<file path="config.mk">
export PLATFORM = sky130hd
export DESIGN_NAME = nco_iq_gen
export DESIGN_NICKNAME = d
export VERILOG_FILES = /design/src/rtl/nco_iq_gen.sv
export SDC_FILE = /design/constraint.sdc
export NUM_CORES = 1
export LEC_CHECK = 0
export BUFFER_PORTS_ARGS = -buffer_cell sky130_fd_sc_hd__buf_4
export CAP_MARGIN = 20
export CORE_MARGIN = 3
export CORE_UTILIZATION = 44
export DETAILED_ROUTE_END_ITERATION = 12
export HOLD_SLACK_MARGIN = 0.1
export PLACE_DENSITY = 0.65
export SLEW_MARGIN = 20
export SYNTH_ARGS = -nofsm -noshare
export SYNTH_HDL_FRONTEND = slang
export SYNTH_SLANG_ARGS = --single-unit
export TNS_END_PERCENT = 50
</file>
<file path="constraint.sdc">
create_clock -name clk_i -period 9.05 [get_ports clk_i]
set_input_delay 0.4525 -clock clk_i [delete_from_list [all_inputs] [get_ports clk_i]]
set_output_delay 0.4525 -clock clk_i [all_outputs]
set_load 0.05 [all_outputs]
</file>
<file path="src/rtl/nco_iq_gen.sv">
// rtl/nco_iq_gen.sv - phase-accumulator NCO with quarter-wave sine LUT, signed I/Q and square outputs
// Define NCO_DITHER_EN to add LFSR phase dither below the LUT address bits.
module nco_iq_gen #(
    parameter int    ACC_W    = 64,
    parameter int    OUT_W    = 8,
    parameter int    LUT_AW   = 8,
    parameter string LUT_FILE = "nco_qsin.hex"
) (
    input  logic                    clk_i,
    input  logic                    rst_n_i,
    input  logic                    enable_i,
    input  logic                    phase_clr_i,
    input  logic [ACC_W-1:0]        phase_offset_i,
    input  logic [ACC_W-1:0]        inc_data_i,
    input  logic                    inc_align_i,
    input  logic                    inc_valid_i,
    output logic                    inc_ready_o,
    output logic [ACC_W-1:0]        phase_accum_o,
    output logic signed [OUT_W-1:0] sin_out_o,
    output logic signed [OUT_W-1:0] cos_out_o,
    output logic                    sin_bit_o,
    output logic                    cos_bit_o,
    output logic                    out_valid_o
);

    localparam int LUT_N  = 1 << LUT_AW;
    localparam int FRAC_W = ACC_W - 2 - LUT_AW;

    typedef logic [OUT_W-2:0] mag_t;
    typedef enum logic {ST_RUN = 1'b0, ST_PEND = 1'b1} state_t;

    if (ACC_W < LUT_AW + 2 || OUT_W < 2 || OUT_W > 16 || LUT_FILE == "") begin : g_param_check
        $error("nco_iq_gen: illegal parameter combination");
    end

    // Table is computed at elaboration with a Q30 Taylor series so no init file is needed.
    function automatic mag_t qsin(input int k);
        longint x, x2, term, s, amp;
        x    = (64'sd3373259426 * longint'(2 * k + 1)) / longint'(4 * LUT_N);
        x2   = (x * x) >>> 30;
        term = x;
        s    = x;
        for (int n = 1; n <= 10; n++) begin
            term = -(((term * x2) >>> 30) / longint'((2 * n) * (2 * n + 1)));
            s    = s + term;
        end
        amp = longint'((1 << (OUT_W - 1)) - 1);
        return mag_t'((amp * s + (64'sd1 <<< 29)) >>> 30);
    endfunction

    mag_t lut [LUT_N];
    for (genvar k = 0; k < LUT_N; k++) begin : g_lut
        localparam mag_t VAL = qsin(k);
        assign lut[k] = VAL;
    end

    state_t            state_q, state_d;
    logic [ACC_W-1:0]  acc_q, acc_d;
    logic [ACC_W-1:0]  inc_cur_q, inc_cur_d;
    logic [ACC_W-1:0]  inc_pend_q, inc_pend_d;
    logic [ACC_W-1:0]  acc_sum;
    logic              acc_carry;
    logic              wrap;

    assign {acc_carry, acc_sum} = {1'b0, acc_q} + {1'b0, inc_cur_q};
    assign wrap  = enable_i & acc_carry;
    assign acc_d = phase_clr_i ? '0 : (enable_i ? acc_sum : acc_q);

    always_comb begin
        state_d     = state_q;
        inc_cur_d   = inc_cur_q;
        inc_pend_d  = inc_pend_q;
        inc_ready_o = 1'b0;
        case (state_q)
            ST_RUN: begin
                inc_ready_o = 1'b1;
                if (inc_valid_i) begin
                    if (!inc_align_i || inc_cur_q == '0 || phase_clr_i) begin
                        inc_cur_d = inc_data_i;
                    end else begin
                        inc_pend_d = inc_data_i;
                        state_d    = ST_PEND;
                    end
                end
            end
            ST_PEND: begin
                // The wrapping add still uses the old increment; the new one lands after it.
                if (wrap || phase_clr_i) begin
                    inc_cur_d = inc_pend_q;
                    state_d   = ST_RUN;
                end
            end
        endcase
    end

    logic [ACC_W-1:0] dither;

`ifdef NCO_DITHER_EN
    logic [15:0] lfsr_q;

    always_ff @(posedge clk_i or negedge rst_n_i) begin
        if (!rst_n_i) begin
            lfsr_q <= 16'hACE1;
        end else begin
            lfsr_q <= {lfsr_q[14:0], lfsr_q[15] ^ lfsr_q[13] ^ lfsr_q[12] ^ lfsr_q[10]};
        end
    end

    if (FRAC_W >= 16) begin : g_dith_full
        assign dither = ACC_W'(lfsr_q) << (FRAC_W - 16);
    end else if (FRAC_W > 0) begin : g_dith_part
        assign dither = ACC_W'(lfsr_q[FRAC_W-1:0]);
    end else begin : g_dith_none
        assign dither = '0;
    end
`else
    assign dither = '0;
`endif

    logic [LUT_AW+1:0]       phase_top;
    logic [1:0]              q1_q, q2_q;
    logic [LUT_AW-1:0]       a1_q;
    mag_t                    la_q, lna_q;
    logic signed [OUT_W-1:0] pos_a, pos_na, sin_d, cos_d;
    logic signed [OUT_W-1:0] sin_q, cos_q;
    logic                    sin_bit_q, cos_bit_q;
    logic [2:0]              en_q;

    assign phase_top = (LUT_AW + 2)'((acc_q + phase_offset_i + dither) >> FRAC_W);
    assign pos_a     = {1'b0, la_q};
    assign pos_na    = {1'b0, lna_q};

    always_comb begin
        sin_d = '0;
        cos_d = '0;
        case (q2_q)
            2'd0: begin sin_d = pos_a;   cos_d = pos_na;  end
            2'd1: begin sin_d = pos_na;  cos_d = -pos_a;  end
            2'd2: begin sin_d = -pos_a;  cos_d = -pos_na; end
            default: begin sin_d = -pos_na; cos_d = pos_a; end
        endcase
    end

    always_ff @(posedge clk_i or negedge rst_n_i) begin
        if (!rst_n_i) begin
            state_q    <= ST_RUN;
            acc_q      <= '0;
            inc_cur_q  <= '0;
            inc_pend_q <= '0;
            q1_q       <= '0;
            a1_q       <= '0;
            q2_q       <= '0;
            la_q       <= '0;
            lna_q      <= '0;
            sin_q      <= '0;
            cos_q      <= '0;
            sin_bit_q  <= 1'b0;
            cos_bit_q  <= 1'b0;
            en_q       <= '0;
        end else begin
            state_q    <= state_d;
            acc_q      <= acc_d;
            inc_cur_q  <= inc_cur_d;
            inc_pend_q <= inc_pend_d;
            q1_q       <= phase_top[LUT_AW+1:LUT_AW];
            a1_q       <= phase_top[LUT_AW-1:0];
            q2_q       <= q1_q;
            la_q       <= lut[a1_q];
            lna_q      <= lut[~a1_q];
            sin_q      <= sin_d;
            cos_q      <= cos_d;
            sin_bit_q  <= ~q2_q[1];
            cos_bit_q  <= ~(q2_q[1] ^ q2_q[0]);
            en_q       <= {en_q[1:0], enable_i};
        end
    end

    assign phase_accum_o = acc_q;
    assign sin_out_o     = sin_q;
    assign cos_out_o     = cos_q;
    assign sin_bit_o     = sin_bit_q;
    assign cos_bit_o     = cos_bit_q;
    assign out_valid_o   = en_q[2];

endmodule
</file>
# ---- Word level (Yosys, flattened, before mapping)
# Memories as Yosys holds them, arrays and structs flattened. A register that Yosys moved wholly into a read port is not among the register bits.
# Index checks and enable logic that the tools add are counted.
# W data, S select, Z words.
dict set report op_classes {
  div 0
  magnitude_cmp 0
  mul 0
  n_bitwise 9
  shifts 0
  n_eq_ne 5
  addsub 4
  n_reduce_logical 11
  muxes 13
}
# operator count
set ops {}
lappend ops {{$mux W64} 5}
lappend ops {{$pmux W64 S2} 1}
lappend ops {{$add A64 B64 Y65} 1}
lappend ops {{$add A64 B64 Y64} 1}
lappend ops {{$logic_not A64 Y1} 1}
lappend ops {{$pmux W8 S3} 2}
lappend ops {{$not A8 Y9} 2}
lappend ops {{$neg A7 Y8} 2}
lappend ops {{$not A8 Y8} 1}
lappend ops {{$reduce_and A3 Y1} 2}
lappend ops {{$mux W1} 4}
lappend ops {{$ne A2 B2 Y1 const B} 2}
lappend ops {{$not A1 Y1} 4}
lappend ops {{$logic_not A1 Y1} 3}
lappend ops {{$logic_or A1 B1 Y1} 3}
lappend ops {{$eq A2 B1 Y1 const B} 1}
lappend ops {{$eq A2 B2 Y1 const B} 1}
lappend ops {{$logic_not A2 Y1} 1}
lappend ops {{$ne A2 B1 Y1 const B} 1}
lappend ops {{$pmux W1 S2} 1}
lappend ops {{$reduce_bool A2 Y1} 1}
lappend ops {{$and A1 B1 Y1} 1}
lappend ops {{$xor A1 B1 Y1} 1}
dict set report word_totals {
  regBits 226
  mem_bits_rw 0
  output_inout_bits 84
  rom_bits 3584
  latchBits 0
  in_bits 134
  memories 2
}
# memory depth width rd rd_ports_with_merged_regs write_ports line_no
set memory_table {}
lappend memory_table {{(name not given)} 256 7 1 1 0 169} ;# lna_q <= lut[~a1_q];
lappend memory_table {{(name not given)} 256 7 1 1 0 168} ;# la_q <= lut[a1_q];

# ---- Longest topological paths before layout
dict set report logic_depth {
  depth_word 6
  ltp_mapped 14
  depth_no_buf 12
}

# ---- Worst setup path before layout
# Ideal clock, no wire load.
dict set report synth_path {
  kind {reg2reg}
  from {register acc_q[0] (netlist: phase_accum_o[0])}
  to {register inc_cur_q[57]}
  arrival_ns 3.404
  setup_slack_ns 5.523
  setup_ns 0.123
  synth_period_minus_slack_ns 3.527
  stages_incl_launch_ff 15
  cell_sequence {dfrtp_1 ha_1 fa_1 a211oi_2 o211ai_1 a221oi_2 o211a_1 a21oi_4 a21bo_4 a31oi_4 o41ai_4 buf_6 buf_4 nor2_1 a21oi_2}
}
dict set report synth_between {
  elab_chain_cells 5
}
# item line_no
set synth_rtl {}
lappend synth_rtl {{from (decl)} 58} ;# logic [ACC_W-1:0] acc_q, acc_d;
lappend synth_rtl {{from (signal assigned)} 147} ;# acc_q <= '0;
lappend synth_rtl {{from (signal assigned)} 162} ;# acc_q <= acc_d;
lappend synth_rtl {{$add A64 B64 Y65} 65} ;# assign {acc_carry, acc_sum} = {1'b0, acc_q} + {1'b0, inc_cur_q};
lappend synth_rtl {{$and A1 B1 Y1} 66} ;# assign wrap = enable_i & acc_carry;
lappend synth_rtl {{$logic_or A1 B1 Y1} 88} ;# if (wrap || phase_clr_i) begin
lappend synth_rtl {{$ne A2 B1 Y1 (no source line)} --}
lappend synth_rtl {{$reduce_and A3 Y1 (no source line)} --}
lappend synth_rtl {{to (signal assigned)} 163} ;# inc_cur_q <= inc_cur_d;
lappend synth_rtl {{to (decl)} 59} ;# logic [ACC_W-1:0] inc_cur_q, inc_cur_d;
# No other way between the ends.
# A chain may end at the register's enable or synchronous reset.

# ---- Final worst setup path
dict set report layout_path {
  from {register acc_q[0] (netlist: phase_accum_o[0])}
  to {register inc_cur_q[22]}
}
# The elaborated chain is that of the path after synthesis.

==> impl_metrics.toml <==
[critical_path]
crit_top_cell = "buf_4"
cp_data_arrival_time_ns = 4.78
crit-reg2reg-launch = "phase_accum_o[0]"
crit_fanout = 84
cp_slowest_cell = "a221oi_2"
end_kind = "flop"
critPathMaxStageDelay_ns = 0.57
worstPathRequired_ns = 9.45
criticalPathCategory = "flop to flop"
start_kind = "flop"
crit_chain = "ha_1, fa_1, a211oi_2, o211ai_1, a221oi_2, o211a_1, a21oi_4, a21bo_4, a31oi_4, o41ai_4, buf_4, buf_4, nor2_1, a21oi_1"
crit_path_start = "phase_accum_o[0]"
worstRegToRegCells = 14

[global_routing]
groute.usage.overall_pct = 26.0
grt_pass1_wl_um = 87900
grt_max_degree = 103
grt-ovfl-total = 0
antenna_found_initial = 0
grt_pass1_vias = 15800

[cts]
cts_setup_buffers = 0
cts_root_buf = "clkbuf_16"
cts_tree = "done"
cts.clk_slew.worst_paths_ns = 0.06
cts_sinks = 240
worstSkewPairLatency_ns = 0.58
htreeDepth = 1
clk_path_buf_depth = 3
cts_buffers = 29

[hold_path]
min_from = "inc_data_i[8]"
hold_depth = 2
hp-class = "input port to flop"

[sta]
fin_ws_ns = 4.67
tns_ns = 0
max_freq_ghz = 0.228
report.final.setup_viol = 0
fin_skew_ns = 0.0193
worst_pin_slew_ns = 1.02
min_period_over_period_pct = 48.4
rsz0062_at_grt = "false"
hold_viol_final = 0
timing.hold.ws_ns = 0.131
maxSlewViolCount = 0
max_slew_margin_pct = 31.7
period_minus_slack_ns = 4.38

[job]
cap_violations = 0

[die]
row_count = 72
core_region_area_um2 = 39200
die_width_um = 206
die_y_um = 206
start_util_pct = 45.1
dieArea_um2 = 42600
ios = 218

[cells_and_area]
final_core_util_pct = 52.3
regArea_um2 = 6010
stdcell_count = 2688
layout_commonest_cell = "a21oi_1"
layout_common_cells = "a21oi_1 (245), dfrtp_1 (238), nor2_1 (229), buf_4 (229), ha_1 (144)"
area_growth_pct = 16.0
multi_input_area_um2 = 11000
drive_gt1_share_pct = 17.6
num-fill-cells = 3669
nNetsFinal = 2431
fin_area_um2 = 20500

[synthesis]
synth_edf_count = 0
syn_inst = 2000
async_reset_ff_share_pct = 100
ys_warn_count = 0
netlist_area_um2 = 17700
syn_nets = 2279
synth_seq_cells = 240
yosys.cell_types.count = 79
synth_flop_cell = "dfrtp_1"
yosysSeqAreaShare_pct = 34.0
syn_area_per_cell_um2 = 8.84

[routing]
drt_wl_total_um = 56400
drc = 0
wl_per_cell_um = 21.0
vias_per_cell = 6.03
dr.pass1.iters = 6
ant_nets = 0
vias = 16200
drtIter0Drc = 1228

[placement]
placed_area_um2 = 19600
routabilityCongestion = 0.959
pre_cts_ws_ns = 4.74
dp_cells = 2636
port_buffers = 217
dpl.hpwl_um = 42700

[pwr]
p_leak_nw = 9.23
total_power_mw = 8.46
powerDensity_nw_per_um2 = 412
irDropWorstVdd_mv = 0.188

[status]
outcome = "complete, no violations"
==> path summary, 6_finish.rpt <==
| path | end | slack [ns] |
|---|---|---|
| worst max-delay path | inc_cur_q[22] | 4.67 |
| worst min-delay path | inc_pend_q[8] | 0.13 |
| worst max register to register | inc_cur_q[22] | 4.67 |
| worst min register to register | en_q[2] | 0.33 |
| max in group asynchronous | state_q | 6.99 |
| min in group asynchronous | phase_accum_o[20] | 0.56 |
==> state kept, by name, summed over array words and instances (netlist names) <==
name           cells
inc_cur_q         64
inc_pend_q        64
phase_accum_o     64
a1_q               8
cos_out_o          8
sin_out_o          8
la_q               7
lna_q              7
en_q               3
q1_q               2
q2_q               2
cos_bit_o          1
sin_bit_o          1
state_q            1
==> area by class of cell <==
cell class | instances | share of cell area (%)
Multi-Input combinational cell | 1598 | 53.6
Inverter | 50 | 0.915
Clock inverter | 15 | 0.665
Timing Repair Buffer | 233 | 8.60
Clock buffer | 33 | 3.71
Tap cell | 518 | 3.16
Antenna cell | 1 | 0.0122
Sequential cell | 240 | 29.3
==> cell usage after synthesis, drive strengths merged, types with 8 or more instances <==
library cell / number / area, um^2
mux2i: 107 / 1070
a21o: 45 / 338
or3: 12 / 75.1
nand3: 31 / 155
o21ai: 130 / 651
a221oi: 12 / 118
nor3: 37 / 185
nand4: 33 / 206
o21bai: 20 / 150
a31oi: 15 / 109
xor2: 22 / 193
inv: 46 / 173
a222oi: 8 / 80.1
nand2: 139 / 522
clkbuf: 87 / 327
a211oi: 21 / 163
mux2: 65 / 732
nor2b: 8 / 50.1
dfrtp: 240 / 6010
o21a: 10 / 75.1
o221ai: 9 / 78.8
a21oi: 262 / 1380
ha: 144 / 1800
a221o: 8 / 80.1
buf: 25 / 161
nor4: 25 / 156
nor2: 230 / 863
xnor2: 53 / 464
and3: 11 / 68.8
o31ai: 8 / 60.1
nand2b: 9 / 56.3
o211ai: 19 / 143
or2: 8 / 50.1
==> cell families (layout without fill, tap and decap cells) <==
kind of cell / after synthesis / in the layout / synth area share [%]
xor gates and xnor gates: 75 / 75 / 3.72
adders and majority gates: 145 / 145 / 10.3
other: 0 / 1 / 0
buffers and inverters: 162 / 331 / 3.82
and+or+nand+nor: 569 / 569 / 14.7
muxes: 177 / 177 / 10.8
AOI/OAI and AO/OA: 632 / 632 / 22.7
DFF: 240 / 240 / 34.0
==> repair_timing <==
action                     CTS  global route
resized for setup            0             0
setup endpoints to repair    0             0
hold endpoints to repair   102             0
hold buffers                 3             0
==> report_power, final <==
group	internal (mW)	switching, mW
clock network	0.632	0.472
registers	1.48	0.494
logic	2.02	3.37
==> routing by layer <==
layer | global-route usage (%) | vias up | wire length (um)
li1 | - | 7702 | -
met1 | 35.5 | 7850 | 24800
met2 | 42.5 | 543 | 26100
met3 | 3.59 | 113 | 3370
met4 | 8.97 | 0 | 2160
met5 | 0 | - | 0
==> worst max-delay path: cells and delay by family (launching register included) <==
kind / cells / cell delay (ns)
simple gates: 1 / 0.21
flops: 1 / 0.42
buf+inv: 2 / 0.72
compound gates: 9 / 2.11
fa+ha+maj: 2 / 0.70
Note: power is estimated with default switching activity, not from simulation.
